$ cat src/rtl/instr_controller.sv
// Instruction register, field decoder and control FSM for the register-file/shifter/ALU datapath.
// Executes one instruction per start handshake: MOV imm, MOV reg, ADD, CMP, AND, MVN.
//
// state  | meaning
// WAIT   | idle / ready (w=1); IR may be loaded, s starts execution
// DECODE | classify IR, no strobes
// WIMM   | write sximm8 into Rn
// GETA   | load A from Rn
// GETB   | load B from Rm
// CALC   | load C with the ALU result
// CMPS   | load status flags only (CMP)
// WRC    | write C into Rd
module instr_controller (
  input  logic        clk,
  input  logic        reset_n,
  input  logic [15:0] in,
  input  logic        load,
  input  logic        s,
  output logic        w,
  output logic [2:0]  readnum,
  output logic [2:0]  writenum,
  output logic        write,
  output logic [3:0]  vsel,
  output logic        loada,
  output logic        loadb,
  output logic        loadc,
  output logic        loads,
  output logic        asel,
  output logic        bsel,
  output logic [1:0]  shift,
  output logic [1:0]  ALUop,
  output logic [15:0] sximm5,
  output logic [15:0] sximm8
);

  localparam logic [2:0] S_WAIT   = 3'd0;
  localparam logic [2:0] S_DECODE = 3'd1;
  localparam logic [2:0] S_WIMM   = 3'd2;
  localparam logic [2:0] S_GETA   = 3'd3;
  localparam logic [2:0] S_GETB   = 3'd4;
  localparam logic [2:0] S_CALC   = 3'd5;
  localparam logic [2:0] S_CMPS   = 3'd6;
  localparam logic [2:0] S_WRC    = 3'd7;

  logic [2:0]  state, state_nxt;
  logic [15:0] ir;

  logic [2:0] opcode, rn, rd, rm;
  logic [1:0] op;
  logic       is_mov_imm, is_mov_reg, is_mvn, is_alu2, is_cmp;

  assign opcode = ir[15:13];
  assign op     = ir[12:11];
  assign rn     = ir[10:8];
  assign rd     = ir[7:5];
  assign rm     = ir[2:0];

  assign is_mov_imm = (opcode == 3'b110) && (op == 2'b10);
  assign is_mov_reg = (opcode == 3'b110) && (op == 2'b00);
  assign is_mvn     = (opcode == 3'b101) && (op == 2'b11);
  assign is_alu2    = (opcode == 3'b101) && (op != 2'b11);
  assign is_cmp     = (opcode == 3'b101) && (op == 2'b01);

  assign sximm5 = {{11{ir[4]}}, ir[4:0]};
  assign sximm8 = {{8{ir[7]}}, ir[7:0]};
  assign shift  = ir[4:3];
  assign ALUop  = (opcode == 3'b101) ? op : 2'b00;
  assign asel   = is_mov_reg || is_mvn;
  assign bsel   = 1'b0;

  // IR only changes in WAIT, so it is stable for the whole instruction
  always_ff @(posedge clk) begin
    if (!reset_n) begin
      state <= S_WAIT;
      ir    <= 16'h0000;
    end else begin
      if ((state == S_WAIT) && load)
        ir <= in;
      state <= state_nxt;
    end
  end

  always_comb begin
    state_nxt = state;
    case (state)
      S_WAIT:   if (s) state_nxt = S_DECODE;
      S_DECODE: begin
        if (is_mov_imm)                state_nxt = S_WIMM;
        else if (is_mov_reg || is_mvn) state_nxt = S_GETB;
        else if (is_alu2)              state_nxt = S_GETA;
        else                           state_nxt = S_WAIT;
      end
      S_WIMM:   state_nxt = S_WAIT;
      S_GETA:   state_nxt = S_GETB;
      S_GETB:   state_nxt = is_cmp ? S_CMPS : S_CALC;
      S_CALC:   state_nxt = S_WRC;
      S_CMPS:   state_nxt = S_WAIT;
      S_WRC:    state_nxt = S_WAIT;
      default:  state_nxt = S_WAIT;
    endcase
  end

  always_comb begin
    w        = 1'b0;
    write    = 1'b0;
    loada    = 1'b0;
    loadb    = 1'b0;
    loadc    = 1'b0;
    loads    = 1'b0;
    vsel     = 4'b0000;
    readnum  = 3'd0;
    writenum = 3'd0;
    case (state)
      S_WAIT: w = 1'b1;
      S_WIMM: begin
        write    = 1'b1;
        vsel     = 4'b0100;
        writenum = rn;
      end
      S_GETA: begin
        loada   = 1'b1;
        readnum = rn;
      end
      S_GETB: begin
        loadb   = 1'b1;
        readnum = rm;
      end
      S_CALC: loadc = 1'b1;
      S_CMPS: loads = 1'b1;
      S_WRC: begin
        write    = 1'b1;
        vsel     = 4'b0001;
        writenum = rd;
      end
      default: ;
    endcase
  end

endmodule

$ cat config.mk
export PLATFORM = sky130hd
export DESIGN_NAME = instr_controller
export DESIGN_NICKNAME = d
export VERILOG_FILES = /design/src/rtl/instr_controller.sv
export SDC_FILE = /design/constraint.sdc
export NUM_CORES = 1
export LEC_CHECK = 0
export CORE_MARGIN = 2
export CORE_UTILIZATION = 40
export DETAILED_ROUTE_END_ITERATION = 7
export PLACE_DENSITY_LB_ADDON = 0.1
export SETUP_SLACK_MARGIN = 0.15
export SLEW_MARGIN = 20
export SYNTH_ARGS = -nofsm -noshare
export SYNTH_HDL_FRONTEND = slang
export SYNTH_SLANG_ARGS = --single-unit
$ cat constraint.sdc
create_clock -name clk -period 2.05 [get_ports clk]
set_input_delay 0.5125 -clock clk [delete_from_list [all_inputs] [get_ports clk]]
set_output_delay 0.5125 -clock clk [all_outputs]
set_load 0.05 [all_outputs]
# ---- After elaboration in Yosys (flattened, before gate mapping)
# Cells that the tools add are included.
dict set report op_classes {
  n_addsub 0
  multipliers 0
  div 0
  magnitude_cmp 0
  n_eq_ne 14
  shift 0
  mux 16
  bitwise_logic 0
  reduce_logical 11
}
# op count
set op_table {}
lappend op_table {{$eq 3x3->1 const B} 6}
lappend op_table {{$pmux 3 s2} 3}
lappend op_table {{$pmux 3 s6} 1}
lappend op_table {{$mux 3} 3}
lappend op_table {{$eq 3x2->1 const B} 2}
lappend op_table {{$logic_and 1x1->1} 6}
lappend op_table {{$mux 1} 6}
lappend op_table {{$mux 2} 3}
lappend op_table {{$eq 2x2->1 const B} 2}
lappend op_table {{$ne 2x2->1 const B} 2}
lappend op_table {{$eq 3x1->1 const B} 1}
lappend op_table {{$logic_not 3->1} 1}
lappend op_table {{$reduce_or 3->1} 1}
lappend op_table {{$eq 2x1->1 const B} 1}
lappend op_table {{$logic_not 2->1} 1}
lappend op_table {{$reduce_or 2->1} 1}
lappend op_table {{$logic_or 1x1->1} 1}
dict set report totals {
  ff_bits 19
  latchBits 0
  ramBits 0
  mem_bits_ro 0
  output_inout_bits 54
  elab_cells 43
  n_memories 0
}

# ---- Longest topological paths before layout
# Gate-level depths: netlist (run 1).
dict set report logic_depth {
  depth_word 6
  depth_mapped 7
  mapped_depth_nobuf 4
}

# ---- Worst setup path after synthesis (run 1)
# Ideal clock, no wire load.
dict set report synth_timing {
  path_type {register to output}
  startpoint {register state[2]}
  endpoint {output readnum[0]}
  arrival_time_ps 2374
  slack_ps -837
  path_stages_with_launch 5
  n_path_buf 1
  cell_sequence {dfxtp_1 buf_6 inv_1 nor3_1 a22o_1}
}
dict set report synth_via {
  elab_chain_len 2
  elab_cells_between_ends 3
  cone_classes {2 x eq/ne; 1 x mux}
}
# item line
set synth_lines {}
lappend synth_lines {{from (decl)} 45} ;# logic [2:0] state, state_nxt;
lappend synth_lines {{from (signal assigned)} 79} ;# state <= state_nxt;
lappend synth_lines {{$eq 3x3->1 / $eq 3x2->1 (equally long branches)} 113} ;# case (state)
lappend synth_lines {{$pmux 3 s2 (*)} 113}
lappend synth_lines {{to (decl)} 20} ;# output logic [2:0] readnum,
# Every way passes the cells marked *; elsewhere a longest branch is shown, timed or not.

# ---- Final worst setup path (run 1)
dict set report layout_timing {
  startpoint {register state[2]}
  endpoint {output writenum[2]}
}
dict set report layout_via {
  elab_chain_len 2
  elab_cells_between_ends 3
  cone_classes {2 x eq/ne; 1 x mux}
}
# item line
set layout_lines {}
lappend layout_lines {{$eq 3x3->1 / $eq 3x2->1 (equally long branches)} 113}
lappend layout_lines {{$pmux 3 s2 (*)} 113}
lappend layout_lines {{to (decl)} 21} ;# output logic [2:0] writenum,
# Marked as above.

==> impl_summary.log, run 1 <==
INFO  metric vias = 1,119
INFO  metric htree_num_levels = 1
INFO  metric postPlaceCellArea = 0.00187 mm2
INFO  metric clk_slew_on_worst_s_h_paths = 0.12 ns
INFO  metric pin_count_of_the_biggest_net_entering_global_routing = 17
INFO  metric drt_drc = 0
INFO  metric tns = 0 ns
INFO  metric design.core.area = 0.00305 mm2
INFO  metric yosysWarnings = 0
INFO  metric first_pass_grt_wire_length = 4770 um
INFO  metric drt_iter0_markers = 16
INFO  metric max-clock-path-buffers = 2
INFO  metric slew_at_the_pin_with_the_worst_max_slew_slack = 0.547 ns
INFO  metric power_density = roughly 480 mW/mm2
INFO  metric drt_pre_antenna_iters = 6
INFO  metric grt_setup_unrepaired = yes
INFO  metric slew_headroom = between 60% and 70%
INFO  metric synth.cell_area = about 0.0013 mm2
INFO  metric layout.filler_cells = 247
INFO  metric timing.critical_path.max_delay_family = buffers and inverters
INFO  metric fmaxAchievable = 503 MHz
INFO  metric layout-drive-gt1-share = a little under half
INFO  metric start_kind = flop
INFO  metric dp_hpwl = 2330 um
INFO  metric initial_core_util = 41.8%
INFO  metric worst_path_largest_cell_delay = 0.39 ns
INFO  metric finalHoldViolCount = 0
INFO  metric post-route-period-util = between 90% and 100%
INFO  metric cts_root_buffer = clkbuf_4
INFO  metric io_buffers = 70
INFO  metric nNetsFinal = 222
INFO  metric place.gp.congestion = 0.766
INFO  metric synthToLayoutAreaGrowth = 58.8%
INFO  metric gr-total-overflow = 0
INFO  metric via_per_inst = 4.57
INFO  metric synthesis.instances = about 160
INFO  metric cts.sinks = 19
INFO  metric worstHoldStart = ir[6]
INFO  metric average_size_of_a_mapped_cell = 8.24 um2
INFO  metric critical_path.startpoint = state[2]
INFO  metric final_area = 0.00203 mm2
INFO  metric max_cap_violations = 0
INFO  metric critical_path_buf_inv_count = 3
INFO  metric routed_wire_length_per_instance = 12.9 um
INFO  metric tritoncts.num_buffers = 3
INFO  metric power.static_leakage = 0.890 nW
INFO  metric pre_cts_ws = ~0.21 ns
INFO  metric yosysUniqueCellTypes = 31
INFO  metric postSynthRegisterBits = 19
INFO  metric worst-endpoint-arrival = ~1.5 ns
INFO  metric ant_nets = 0
INFO  metric holdWs = 0.492 ns
INFO  metric crit_required = 1.54 ns
INFO  metric grt_pass1_vias = 1,011
INFO  metric setup_violating_endpoint_count_in_the_final_report = 0
INFO  metric vdd_ir_drop_max = approximately 0.00048 V
INFO  metric post-route-worst-setup-slack = slightly above 0.06 ns
INFO  metric crit_path_max_fo = 5
INFO  metric floorplan.die_area = 0.00366 mm2
INFO  metric post-route-min-period = 1.99 ns
INFO  metric hold_path_class = flop to flop
INFO  metric outcome = finished, final reports clean
INFO  metric final.setup_skew = 0.00790 ns
INFO  metric ys_seq_area_share = 29.8%
INFO  metric tritoncts = done
INFO  metric rows = 20
INFO  metric die_y_extent = 60.5 um
INFO  metric postLayoutCoreUtil = 66.4%
INFO  metric timing.setup.critical_path_class = flop to primary output
INFO  metric routed_wirelength = 3160 um
INFO  metric setup.worst_path.end_class = primary output
INFO  metric worst_skew_pair.late_latency = 0.29 ns
INFO  metric antenna-diode-count = 0
INFO  metric antenna_found_initial = 0
INFO  metric pin_count = 74
INFO  metric final_count_of_pins_violating_max_slew = 0
INFO  metric cell_type_of_the_slowest_stage_on_the_worst_timing_path = dfxtp_4
INFO  metric r2r_start = state[2]
INFO  metric die_x = 60.5 um
INFO  metric grt_use_total = 17.1%
INFO  metric timing.critical_path.cells = clkinvlp_4, buf_4, nor2_4, a22o_1, buf_12
[through the flow]
stage | cells | total power, mW
finish | 245 | 0.978
detailed placement | 232 | 0.794
global route | 245 | 1.02
CTS | 239 | 0.976
global placement | 232 | 0.790
floorplan | 157 | 0.730
[layer usage]
layer | vias to the layer above | part of all wire [%] | track usage [%]
met1 | 501 | 43 | 21.7
li1 | 566 | - | -
met4 | 0 | 0.44 | 2.80
met3 | 2 | 8.1 | 3.62
met5 | - | 0 | 0
met2 | 50 | 49 | 30.4
[worst register-to-register path: cells and delay by family (launching register included)]
kind / cells / cell delay [ns]
simple gates: 3 / 0.79
compound gates: 1 / 0.07
flops: 1 / 0.38
buf+inv: 2 / 0.30
[synthesized netlist by cell type]
master     n  share of area (%)
and3b_1    1               0.69
a31oi_1    3                1.5
o41ai_1    1               0.69
nand2_2    1               0.49
a22o_1     6                4.1
buf_2      2               0.78
nand2_1   37                 11
or2_2      1               0.49
buf_4     37                 22
nor3_4     1                1.3
and2_1     2               0.98
a32o_1     1               0.78
or3_1      1               0.49
a21boi_2  10                8.8
o311a_1    1               0.78
clkbuf_1   2               0.59
nand3_1    1               0.39
nor2b_1    2               0.98
conb_1     1               0.29
nand2b_1   1               0.49
nor3b_1    1               0.59
nor3_1     2               0.78
dfxtp_1   19                 30
inv_1      2               0.59
a21boi_0   6                3.5
nor2_1     6                1.8
nor4b_1    1               0.69
buf_6      3                2.6
a21oi_1    1               0.39
and2_0     1               0.49
buf_12     1                1.6
[layout make-up]
type	instances	area [um2]	share of cell area [%]
Timing Repair Buffer	85	906	44.7
Multi-Input combinational cell	91	631	31.1
Sequential cell	19	398	19.6
Tap cell	44	55.1	2.71
Clock buffer	3	22.5	1.11
Inverter	2	11.3	0.555
Clock inverter	1	5.00	0.247
[layout by cell type, fill, tap and decap left out, types with 2 or more instances in the layout]
cell type	n
a31oi_1	3
dfxtp_1	13
nor2_4	2
dfxtp_2	2
nor2_1	3
conb_1	3
buf_4	41
nor3_4	2
buf_12	16
clkdlybuf4s50_1	19
nand2_1	36
a22o_4	2
dfxtp_4	4
a22o_1	4
dlygate4sd2_1	7
a21boi_0	6
a21boi_2	10
and2_1	2
clkbuf_4	3
nand2_2	2
[cell families after synthesis]
group	count (synthesis)	share of synthesized area (%)
flops	19	29.8
compound gates	29	20.6
other cells	1	0.294
simple gates	59	21.5
buf+inv	47	27.9
[report_power, final]
group,switching (mW),internal [mW],total [mW],leakage [nW]
Combinational,0.237,0.128,0.365,0.712
Sequential,0.0319,0.389,0.421,0.160
Clock,0.120,0.0724,0.192,0.0177
[sequential cells by signal (all words and copies together), names as in the netlist]
| name | flops |
|---|---|
| ir | 16 |
| state | 3 |
[worst paths after layout]
check	end	slack, ns	cells after the start
max	writenum[2]	0.06	5
min	ir[6]	0.49	2
max reg2reg	ir[12]	0.43	6
min reg2reg	ir[6]	0.49	2
[what timing repair did]
action | 4_1_cts | 5_1_grt
hold endpoints to repair | 0 | 0
setup endpoints to repair | 18 | 11
gates resized for setup | 25 | 7
cloned | 0 | 0
hold buffers | 0 | 0
buffers inserted | 3 | 6
pin swaps | 3 | 5
Note: power is estimated with default switching activity, not from simulation.
==> run 2: changes to the inputs <==
Settings changed: CORE_UTILIZATION 40 to 41, HOLD_SLACK_MARGIN from default to 0.08.
==> impl_summary.log, run 2 (synthesis results as in run 1) <==
INFO  metric tritoncts.num_buffers = 3
INFO  metric pin_count = 74
INFO  metric grt_pass1_vias = 1,032
INFO  metric post-route-period-util = 91.8%
INFO  metric groute.layer.met3.usage = ~2.6%
INFO  metric layout-drive-gt1-share = 47.8%
INFO  metric via_per_inst = 4.80
INFO  metric crit_required = between 1.5 and 2 ns
INFO  metric place.gp.congestion = 0.760
INFO  metric netSwitchingFraction = 40.3%
INFO  metric antenna-diode-count = 0
INFO  metric setup.worst_path.end_class = primary output
INFO  metric nNetsFinal = about 220
INFO  metric htree_num_levels = 1
INFO  metric worst-endpoint-arrival = between 1 and 1.5 ns
INFO  metric routed_wirelength = 2970 um
INFO  metric postPlaceCellArea = 0.00184 mm2
INFO  metric layout.filler_cells = 256
INFO  metric finalHoldViolCount = 0
INFO  metric crit_path_max_fo = 4
INFO  metric outcome = finished, final reports clean
INFO  metric clk_slew_on_worst_s_h_paths = 0.12 ns
INFO  metric gr-total-overflow = 0
INFO  metric seq_power_share = approximately 42%
INFO  metric io_buffers = 70
INFO  metric layout.cells.most_common_list = buf_4, nand2_1, clkdlybuf4s50_1, buf_12, dfxtp_1
INFO  metric layout_commonest_cell = buf_4
INFO  metric worst_skew_pair.late_latency = between 0.3 and 0.4 ns
INFO  metric max-clock-path-buffers = 2
INFO  metric max_cap_violations = 0
INFO  metric tritoncts = done
INFO  metric design.core.area = 0.00300 mm2
INFO  metric power.static_leakage = 0.889 nW
INFO  metric die_y_extent = about 60 um
INFO  metric initial_core_util = 42.5%
INFO  metric max_flop_register = ir
INFO  metric cts_root_buffer = clkbuf_4
INFO  metric setup_violating_endpoint_count_in_the_final_report = 0
INFO  metric pin_count_of_the_biggest_net_entering_global_routing = 18
INFO  metric vdd_ir_drop_max = 0.000226 V
INFO  metric worstHoldStart = ir[5]
INFO  metric timing.setup.critical_path_class = flop to primary output
INFO  metric hold_path_class = flop to flop
INFO  metric final_area = 0.00202 mm2
INFO  metric power_frac_clock = 20.6%
INFO  metric grt_most_used_layer = met2
INFO  metric net-switching-power = 0.399 mW
INFO  metric largest_register_ff_count = 16
INFO  metric final_count_of_pins_violating_max_slew = 0
INFO  metric drt_drc = 0
INFO  metric min_path_cells = 2
INFO  metric rows = 20
INFO  metric post-route-min-period = 1.88 ns
INFO  metric dp_hpwl = 2170 um
INFO  metric top_regs = ir (16), state (3)
INFO  metric use_met2 = 29.5%
INFO  metric grt_use_total = 16.7%
INFO  metric cell_internal_pwr = 0.590 mW
INFO  metric first_pass_grt_wire_length = 4630 um
INFO  metric routed_wire_length_per_instance = 12.7 um
INFO  metric ff2ff_setup_slack = about 0.52 ns
INFO  metric ant_nets = 0
INFO  metric multiInputGateArea = 627 um2
INFO  metric combPwrFrac = 37.1%
INFO  metric slew_at_the_pin_with_the_worst_max_slew_slack = approximately 0.54 ns
INFO  metric min_to = ir[5]
INFO  metric vias = 1,123
INFO  metric start_kind = flop
INFO  metric logic_depth_of_the_worst_register_to_register_path = 5
INFO  metric antenna_found_initial = 0
INFO  metric final.setup_skew = approximately 0.0038 ns
INFO  metric groute.layer.met1.usage = 20.9%
INFO  metric r2r_start = state[0]
INFO  metric holdWs = slightly below 0.5 ns
INFO  metric power_density = ~500 mW/mm2
INFO  metric synthToLayoutAreaGrowth = 58.1%
INFO  metric grt_setup_unrepaired = yes
INFO  metric die_x = roughly 60 um
INFO  metric r2r-end = ir[6]
INFO  metric report.power.total = roughly 0.99 mW
INFO  metric layout.area.seq = 404 um2
INFO  metric slew_headroom = 64.2%
INFO  metric drt_iter0_markers = 16
INFO  metric fmaxAchievable = 531 MHz
INFO  metric drt_pre_antenna_iters = 3
INFO  metric floorplan.die_area = 0.00358 mm2
INFO  metric cts.sinks = 19
[run 2: metal layers]
metal,routed length (um),vias up
li1,-,567
met1,1210,521
met2,1570,33
met3,163,2
met4,24,0
met5,0,-
[run 2: per-stage QoR]
step | util (%) | worst slack (ns) | std cells | setup TNS (ns)
6_report | 67.3 | 0.167 | 234 | 0
5_1_grt | 67.3 | 0.118 | 234 | 0
4_1_cts | 64.5 | 0.0992 | 228 | 0
3_5_place_dp | 61.3 | 0.201 | 219 | 0
3_3_place_gp | 61.3 | 0.248 | 219 | 0
2_1_floorplan | - | -0.106 | 157 | -0.380
[run 2: layout make-up]
type                            count  area share (%)
Timing Repair Buffer               85            45.0
Multi-Input combinational cell     91            31.0
Sequential cell                    19            20.0
Tap cell                           33            2.04
Clock buffer                        3            1.12
Inverter                            2           0.496
Clock inverter                      1           0.248
[run 2: repair_timing]
action,CTS,global route
hold buffers,0,0
setup buffers,5,6
gates resized for setup,25,12
pin swaps,3,7
endpoints found under the setup margin,19,8
[run 2: power groups by stage]
stage	logic (mW)	clock network [mW]	registers [mW]
finish	0.367	0.204	0.417
detailed placement	0.364	0	0.429
global placement	0.361	0	0.426
global route	0.388	0.221	0.422
CTS	0.360	0.209	0.420
floorplan	0.311	0	0.419
[run 2: worst max-delay path, cell delays in order, from the launching register on]
cell,delay (ns)
dfxtp_4,0.38
nor4b_4,0.25
a31oi_1,0.07
nor2b_2,0.20
buf_12,0.16
[run 2: worst max path at each step]
stage / startpoint / end / slack (ns) / depth (start not counted)
final: ir[12] / asel / 0.17 / 4
after global routing: ir[12] / asel / 0.12 / 4
after CTS: state[2] / readnum[0] / 0.1 / 4
after detailed placement: state[1] / writenum[1] / 0.20 / 4
after global placement: state[1] / writenum[2] / 0.25 / 4
after floorplan: state[2] / readnum[0] / -0.11 / 4
==> run 3: changes to the inputs <==
Settings changed: REMOVE_ABC_BUFFERS from default to 1.
==> impl_summary.log, run 3 (synthesis results as in run 1) <==
INFO  metric power_density = 480 mW/mm2
INFO  metric timing.critical_path.depth = 4
INFO  metric synthToLayoutAreaGrowth = 60.9%
INFO  metric nNetsFinal = approximately 230
INFO  metric min_path_cells = 2
INFO  metric tritoncts.num_buffers = 3
INFO  metric htree_num_levels = 1
INFO  metric cts.sinks = 19
INFO  metric routed_wirelength = 3310 um
INFO  metric power.static_leakage = about 0.93 nW
INFO  metric max_flop_register = ir
INFO  metric logic_depth_of_the_worst_register_to_register_path = 6
INFO  metric report.power.total = 0.987 mW
INFO  metric antenna_found_initial = 0
INFO  metric grt_use_total = 17.2%
INFO  metric gr-total-overflow = 0
INFO  metric clk_slew_on_worst_s_h_paths = 0.11 ns
INFO  metric tns = 0 ns
INFO  metric postPlaceCellArea = about 0.0018 mm2
INFO  metric timing.critical_path.max_delay_family = simple AND/OR/NAND/NOR gates
INFO  metric pin_count = 74
INFO  metric place.gp.congestion = 0.732
INFO  metric die_y_extent = 59.8 um
INFO  metric post-route-min-period = approximately 1.9 ns
INFO  metric cts_root_buffer = clkbuf_4
INFO  metric final_area = 0.00206 mm2
INFO  metric post-route-period-util = 92.4%
INFO  metric drt_pre_antenna_iters = 4
INFO  metric initial_core_util = 42.5%
INFO  metric antenna-diode-count = 0
INFO  metric top_regs = ir (16), state (3)
INFO  metric first_pass_grt_wire_length = 4700 um
INFO  metric cts_hold_buf = 0
INFO  metric drt_iter0_markers = 27
INFO  metric layout.cells.most_common_list = buf_4, nand2_1, clkdlybuf4s50_1, buf_12, dfxtp_1
INFO  metric layout_commonest_cell = buf_4
INFO  metric setup_violating_endpoint_count_in_the_final_report = 0
INFO  metric crit_required = approximately 1.5 ns
INFO  metric fmaxAchievable = 528 MHz
INFO  metric worst_skew_pair.late_latency = 0.30 ns
INFO  metric timing.critical_path.cells = nor4b_4, a31oi_1, nor2b_2, buf_12
INFO  metric setup.worst_path.end_class = primary output
INFO  metric design.core.area = 0.00300 mm2
INFO  metric ff2ff_setup_slack = 0.43 ns
INFO  metric critical_path_buf_inv_count = 1
INFO  metric drt_drc = 0
INFO  metric cell_type_of_the_slowest_stage_on_the_worst_timing_path = dfxtp_4
INFO  metric largest_register_ff_count = 16
INFO  metric final.setup_skew = around 0.0033 ns
INFO  metric floorplan.die_area = 0.00358 mm2
INFO  metric slew_at_the_pin_with_the_worst_max_slew_slack = roughly 0.55 ns
INFO  metric worst_path_largest_cell_delay = 0.37 ns
INFO  metric dp_hpwl = 2290 um
INFO  metric layout.filler_cells = 239
INFO  metric finalHoldViolCount = 0
INFO  metric outcome = finished, final reports clean
INFO  metric final_count_of_pins_violating_max_slew = 0
INFO  metric grt_pass1_vias = between 1,000 and 1,500
INFO  metric via_per_inst = 4.76
INFO  metric start_kind = flop
INFO  metric die_x = 59.8 um
INFO  metric pin_count_of_the_biggest_net_entering_global_routing = 17
INFO  metric routed_wire_length_per_instance = 13.8 um
INFO  metric finalNonFillerCells = 240
INFO  metric io_buffers = 70
INFO  metric max-clock-path-buffers = 2
INFO  metric vdd_ir_drop_max = 0.000474 V
INFO  metric max_cap_violations = 0
INFO  metric vias = 1,142
INFO  metric layout.area.seq = 404 um2
INFO  metric placed_cells_incl_taps = between 200 and 250
INFO  metric tritoncts = done
INFO  metric holdWs = 0.503 ns
INFO  metric crit_path_max_fo = 3
INFO  metric layout-drive-gt1-share = approximately half
INFO  metric timing.setup.critical_path_class = flop to primary output
INFO  metric ant_nets = 0
INFO  metric slew_headroom = 63.3%
INFO  metric hold_path_class = flop to flop
INFO  metric multiInputGateArea = 621 um2
INFO  metric rows = 20
INFO  metric grt_setup_unrepaired = yes
INFO  metric worst-endpoint-arrival = 1.38 ns
==> run 3: changes by cell type in the layout (fill, tap and decap cells not counted), sizes merged <==
cell,before,now
buf,59,67
dlygate4sd2,7,5
==> run 3: metal layers <==
metal | routed length [um] | GRT usage (%) | part of all wire, % | up-vias
li1 | - | - | - | 576
met1 | 1400 | 21.4 | 42 | 532
met2 | 1740 | 29.7 | 53 | 32
met3 | 149 | 4.33 | 4.5 | 2
met4 | 16 | 3.81 | 0.48 | 0
met5 | 0 | 0 | 0 | -
==> run 3: through the flow <==
step           setup WS (ns)  util [%]
2_1_floorplan          -3.25         -
3_3_place_gp           0.281      61.1
3_5_place_dp           0.268      61.1
4_1_cts               0.0744      64.4
5_1_grt                0.113      68.5
6_report               0.155      68.5
==> run 3: final cells by class <==
class,instances,share of cell area (%)
Multi-Input combinational cell,91,30.2
Tap cell,33,2.01
Inverter,2,0.609
Sequential cell,19,19.7
Clock buffer,3,1.10
Clock inverter,1,0.243
Timing Repair Buffer,91,46.2
==> run 3: worst paths after layout <==
path / start / endpoint
setup / recovery: ir[11] / asel
hold / removal: ir[6] / ir[6]
setup reg to reg: state[1] / ir[14]
hold reg to reg: ir[6] / ir[6]
==> run 3: timing repair <==
item	in CTS	in global routing
setup endpoints to repair	17	9
buffers inserted	4	9
pin swaps	4	5
gates resized for setup	24	15
==> run 3: power by group <==
group	switching [mW]	internal (mW)	total [mW]
logic	0.241	0.133	0.374
clock network	0.123	0.0728	0.196
registers	0.0306	0.387	0.418
==> run 3: worst reg2reg max path, cell delays in order, from the launching register on <==
cell and delay [ns]:
dfxtp_4 0.38, buf_4 0.14, buf_4 0.15, nor3_4 0.19
nand2_1 0.39, nand2_1 0.21, a21boi_2 0.07
==> RTL change 1, RTL diff (config.mk and constraints of run 1) <==
Put a register stage on the outputs `asel`, `shift`, `ALUop`, `sximm5` and `sximm8`, with the module's reset. The values now appear one clock later. The other outputs are not delayed to match.
--- a/src/rtl/instr_controller.sv
+++ b/src/rtl/instr_controller.sv
@@ -63,7 +63,17 @@
 
-  assign sximm5 = {{11{ir[4]}}, ir[4:0]};
-  assign sximm8 = {{8{ir[7]}}, ir[7:0]};
-  assign shift  = ir[4:3];
-  assign ALUop  = (opcode == 3'b101) ? op : 2'b00;
-  assign asel   = is_mov_reg || is_mvn;
+  always_ff @(posedge clk) begin
+    if (!reset_n) begin
+      asel   <= '0;
+      shift  <= '0;
+      ALUop  <= '0;
+      sximm5 <= '0;
+      sximm8 <= '0;
+    end else begin
+      asel   <= is_mov_reg || is_mvn;
+      shift  <= ir[4:3];
+      ALUop  <= (opcode == 3'b101) ? op : 2'b00;
+      sximm5 <= {{11{ir[4]}}, ir[4:0]};
+      sximm8 <= {{8{ir[7]}}, ir[7:0]};
+    end
+  end
   assign bsel   = 1'b0;
Formal check against the unedited RTL: not equivalent (a bounded check fails within 4 cycles, from zero or initial values and one cycle with reset_n low).
==> RTL change 1 against run 1 <==
Clock skew decreased by 0.0039 ns. Wire length increased by 0.60%. Worst setup slack improved by 0.15 ns. Sequential cell count increased by 11. Design area increased by 12%. Non-clock buffer count decreased by 7. Synthesized area increased by 16%. Critical path depth decreased by 1. Power increased by 41%.
==> RTL change 1: results <==
group,metric,value,unit
pwr,p_switching,0.000401,W
critical_path,critPathArrivalTime,1.33,ns
final_layout,nets,237,
global_routing,grt_util_met2,25.8,%
final_layout,num-nonclk-inverters,0,
final_layout,nClkBuffers,7,
place,placed_area,2170,um2
outcome,status,"complete, no violations",
routing,wl_met1,1330,um
final_layout,top_regs,"ir: 16 flops, sximm8: 4 flops",
final_layout,drive_above_1_share,32.1,%
routing,drtIter0Drc,40,
routing,vias,1256,
sta,worst_pin_slew,0.503,ns
pwr,p_comb_share,19.1,%
routing,wl_per_cell,12.0,um
global_routing,grt_first_pass_wirelength,5110,um
routing,drtPass1Iterations,4,
global_routing,grt_max_degree,20,
global_routing,use_met3,5.90,%
synth,synth_seq_area_share,40.7,%
final_layout,bufAreaShareNonClock,36.6,%
floorplanning,fp.dieW,64.8,um
routing,wl_met2,1480,um
synth,synth_area_leaders,"dfxtp_1 (41%), buf_4 (15%), nand2_1 (8.9%)",
critical_path,reg2reg_to,"ir[2]",
-- RTL change 1: worst register-to-register path, cell delays in order, from the launching register on --
cell and delay [ns]:
dfxtp_2 0.36, buf_4 0.20, or4b_1 0.52, buf_4 0.21
nand2_1 0.08, a21boi_0 0.07
-- RTL change 1: kinds of logic (layout without fill, tap and decap cells) --
group | Yosys count | after routing | share of synthesized area (%)
AND/OR/NAND/NOR | 70 | 70 | 26.0
buffers and inverters | 39 | 86 | 18.1
flip-flops | 30 | 30 | 40.7
AO/OA/AOI/OAI | 29 | 29 | 14.9
other | 1 | 3 | 0.254
-- RTL change 1: stage by stage --
stage	worst slack, ns	util, %	cells
after global placement	0.162	60.2	257
after CTS	0.149	62.6	266
after global routing	0.127	62.8	266
after floorplan	0.00898	-	171
final	0.207	62.8	266
after detailed placement	0.152	60.2	257
-- RTL change 1: repair_timing --
item                                    4_1_cts  5_1_grt
gates cloned                                  0        0
endpoints found under the setup margin       23        5
gates resized for setup                      18        3
buffers inserted                              1        0
pin swaps                                     0        1
==> RTL change 2, RTL diff (settings of run 1) <==
Made on the original files. Reset style: asynchronous (`reset_n`), changed in one clocked block.
--- a/src/rtl/instr_controller.sv
+++ b/src/rtl/instr_controller.sv
@@ -71,3 +71,3 @@
   // IR only changes in WAIT, so it is stable for the whole instruction
-  always_ff @(posedge clk) begin
+  always_ff @(posedge clk or negedge reset_n) begin
     if (!reset_n) begin
Formal check against the unedited RTL: differs if reset_n is asserted again (counterexample within 4 cycles, from zero or initial values and one cycle with reset_n low); with reset_n held inactive, the same outputs for 10 cycles.
==> RTL change 2 against run 1 <==
The flow now finishes with violations (negative setup slack). Sequential cell count unchanged. Clock skew increased by 0.0022 ns. Worst setup slack got worse by 0.11 ns. Die area increased by 1.1%. Utilization increased by 3.3 points. Hold slack improved by 0.036 ns. Design area increased by 4.9%. Count of clock-buffer cells in the layout unchanged. Wire length decreased by 5.0%. Synthesized area increased by 1.2%.
Power is left out: the tool's default activity adds up to more than one toggle a clock period on the data nets, which glitch-free logic cannot reach.
==> RTL change 2: results <==
group,metric,value,unit
global_routing,antenna_found_initial,0,
routing,drtPass1Iterations,4,
final_layout,clock_area_share,1.29,%
final_layout,final-seq-area,479,um2
cts,clockRootBuffer,"clkbuf_4",
synth,ys.flop_type,"dfrtp_1",
sta,setup_viol,1,
cts,h-tree-depth,1,
final_layout,multiInputCombCellCount,53,
global_routing,grt_usage,17.0,%
synth,synth.distinct_cells,33,
global_routing,grt_max_degree,20,
min_path,hold_class,"input port to async pin",
final_layout,bufAreaShareNonClock,45.4,%
critical_path,critPathArrivalTime,1.59,ns
cts,cts_buffer_depth,2,
synth,synth_seq_area_share,36.8,%
final_layout,top_regs,"ir: 16 flops, state: 3 flops",
cts,clock_latency,0.30,ns
outcome,violations,"negative setup slack",
critical_path,crit_slowest_cell,"or4b_4",
synth,synth_area_leaders,"dfrtp_1 (37%), buf_4 (22%), mux2_4 (10%)",
routing,viasPerCell,4.69,
global_routing,grt_first_pass_wirelength,4620,um
critical_path,slowest_delay,0.55,ns
synth,syn_area,1290,um2
routing,drtIter0Drc,36,
final_layout,fin_cells,212,
final_layout,n_antenna_cell,0,
global_routing,grt_pass1_vias,951,
cts,cts_num_sinks,19,
final_layout,multi_input_area_share,27.5,%
final_layout,drive_above_1_share,63.7,%
final_layout,num-nonclk-inverters,3,
place,dp_hpwl,2130,um
routing,wl_per_cell,14.2,um
synth,ys_top_cells_by_count,"buf_4 (38), dfrtp_1 (19), mux2_4 (9), a22o_1 (6), mux2_2 (6)",
outcome,status,"complete, but fails checks",
synth,yosys_warnings,0,
place,place_inst,192,
critical_path,path_max_fanout,2,
final_layout,nFillCells,234,
critical_path,cp_top_family,"simple AND/OR/NAND/NOR gates",
place,finalWeightedCongestion,0.738,
final_layout,n_all_buffers,89,
sta,fin_tns_setup,-0.0498,ns
place,placed_area,1910,um2
sta,setup_slack,-0.0498,ns
place,numPortBuffers,70,
synth,avgSynthCellArea,11.1,um2
critical_path,reg2reg_depth,4,
final_layout,nClkBuffers,3,
synth,async_flop_share,100,%
sta,finClkSkew,0.0101,ns
## RTL change 2: changes by cell type in the layout (fill, tap and decap cells not counted), sizes merged, moves of 3 or more
cell	change
nand2	-37
dfrtp	+19
dfxtp	-19
a21boi	-15
mux2	+15
buf	+5
nor2	-4
and3	+3
## RTL change 2: worst reg2reg max path: stages, from the launching register on
cell and delay, ns:
dfrtp_2 0.47, buf_6 0.14, nor3_4 0.25, and2_4 0.35, mux2_2 0.38
## RTL change 2: through the flow
stage,setup WS (ns),utilization [%]
after global routing,-0.0926,69.7
after CTS,-0.0649,68.2
after detailed placement,0.151,62.6
after floorplan,-0.0619,-
after global placement,0.170,62.6
final,-0.0498,69.7
## RTL change 2: kinds of logic after synthesis
logic type / Yosys count / share of synthesized area [%]
buffers and inverters: 46 / 27.1
AND/OR/NAND/NOR: 21 / 11.5
flip-flops: 19 / 36.8
multiplexers: 15 / 15.7
AO/OA/AOI/OAI: 14 / 8.62
other: 1 / 0.290
## RTL change 2: per-layer routing
metal,track usage (%),share of wire (%),vias to the layer above
li1,-,-,467
met2,32.0,55,45
met4,5.59,0.67,0
met5,0,0,-
met1,19.4,37,480
met3,2.99,7.3,2
## RTL change 2: worst paths after layout
path                          start       end  slack [ns]
max in group asynchronous   reset_n  state[2]        1.30
min in group clk              ir[3]     ir[3]        0.56
setup / recovery             ir[13]      asel       -0.05
hold / removal              reset_n     ir[4]        0.53
hold reg to reg               ir[3]     ir[3]        0.56
setup reg to reg           state[0]     ir[7]        0.35
## RTL change 2: what timing repair did
action / 4_1_cts / 5_1_grt
pin swaps: 9 / 3
gates resized for setup: 25 / 5
setup buffers: 12 / 4
setup endpoints to repair: 17 / 15
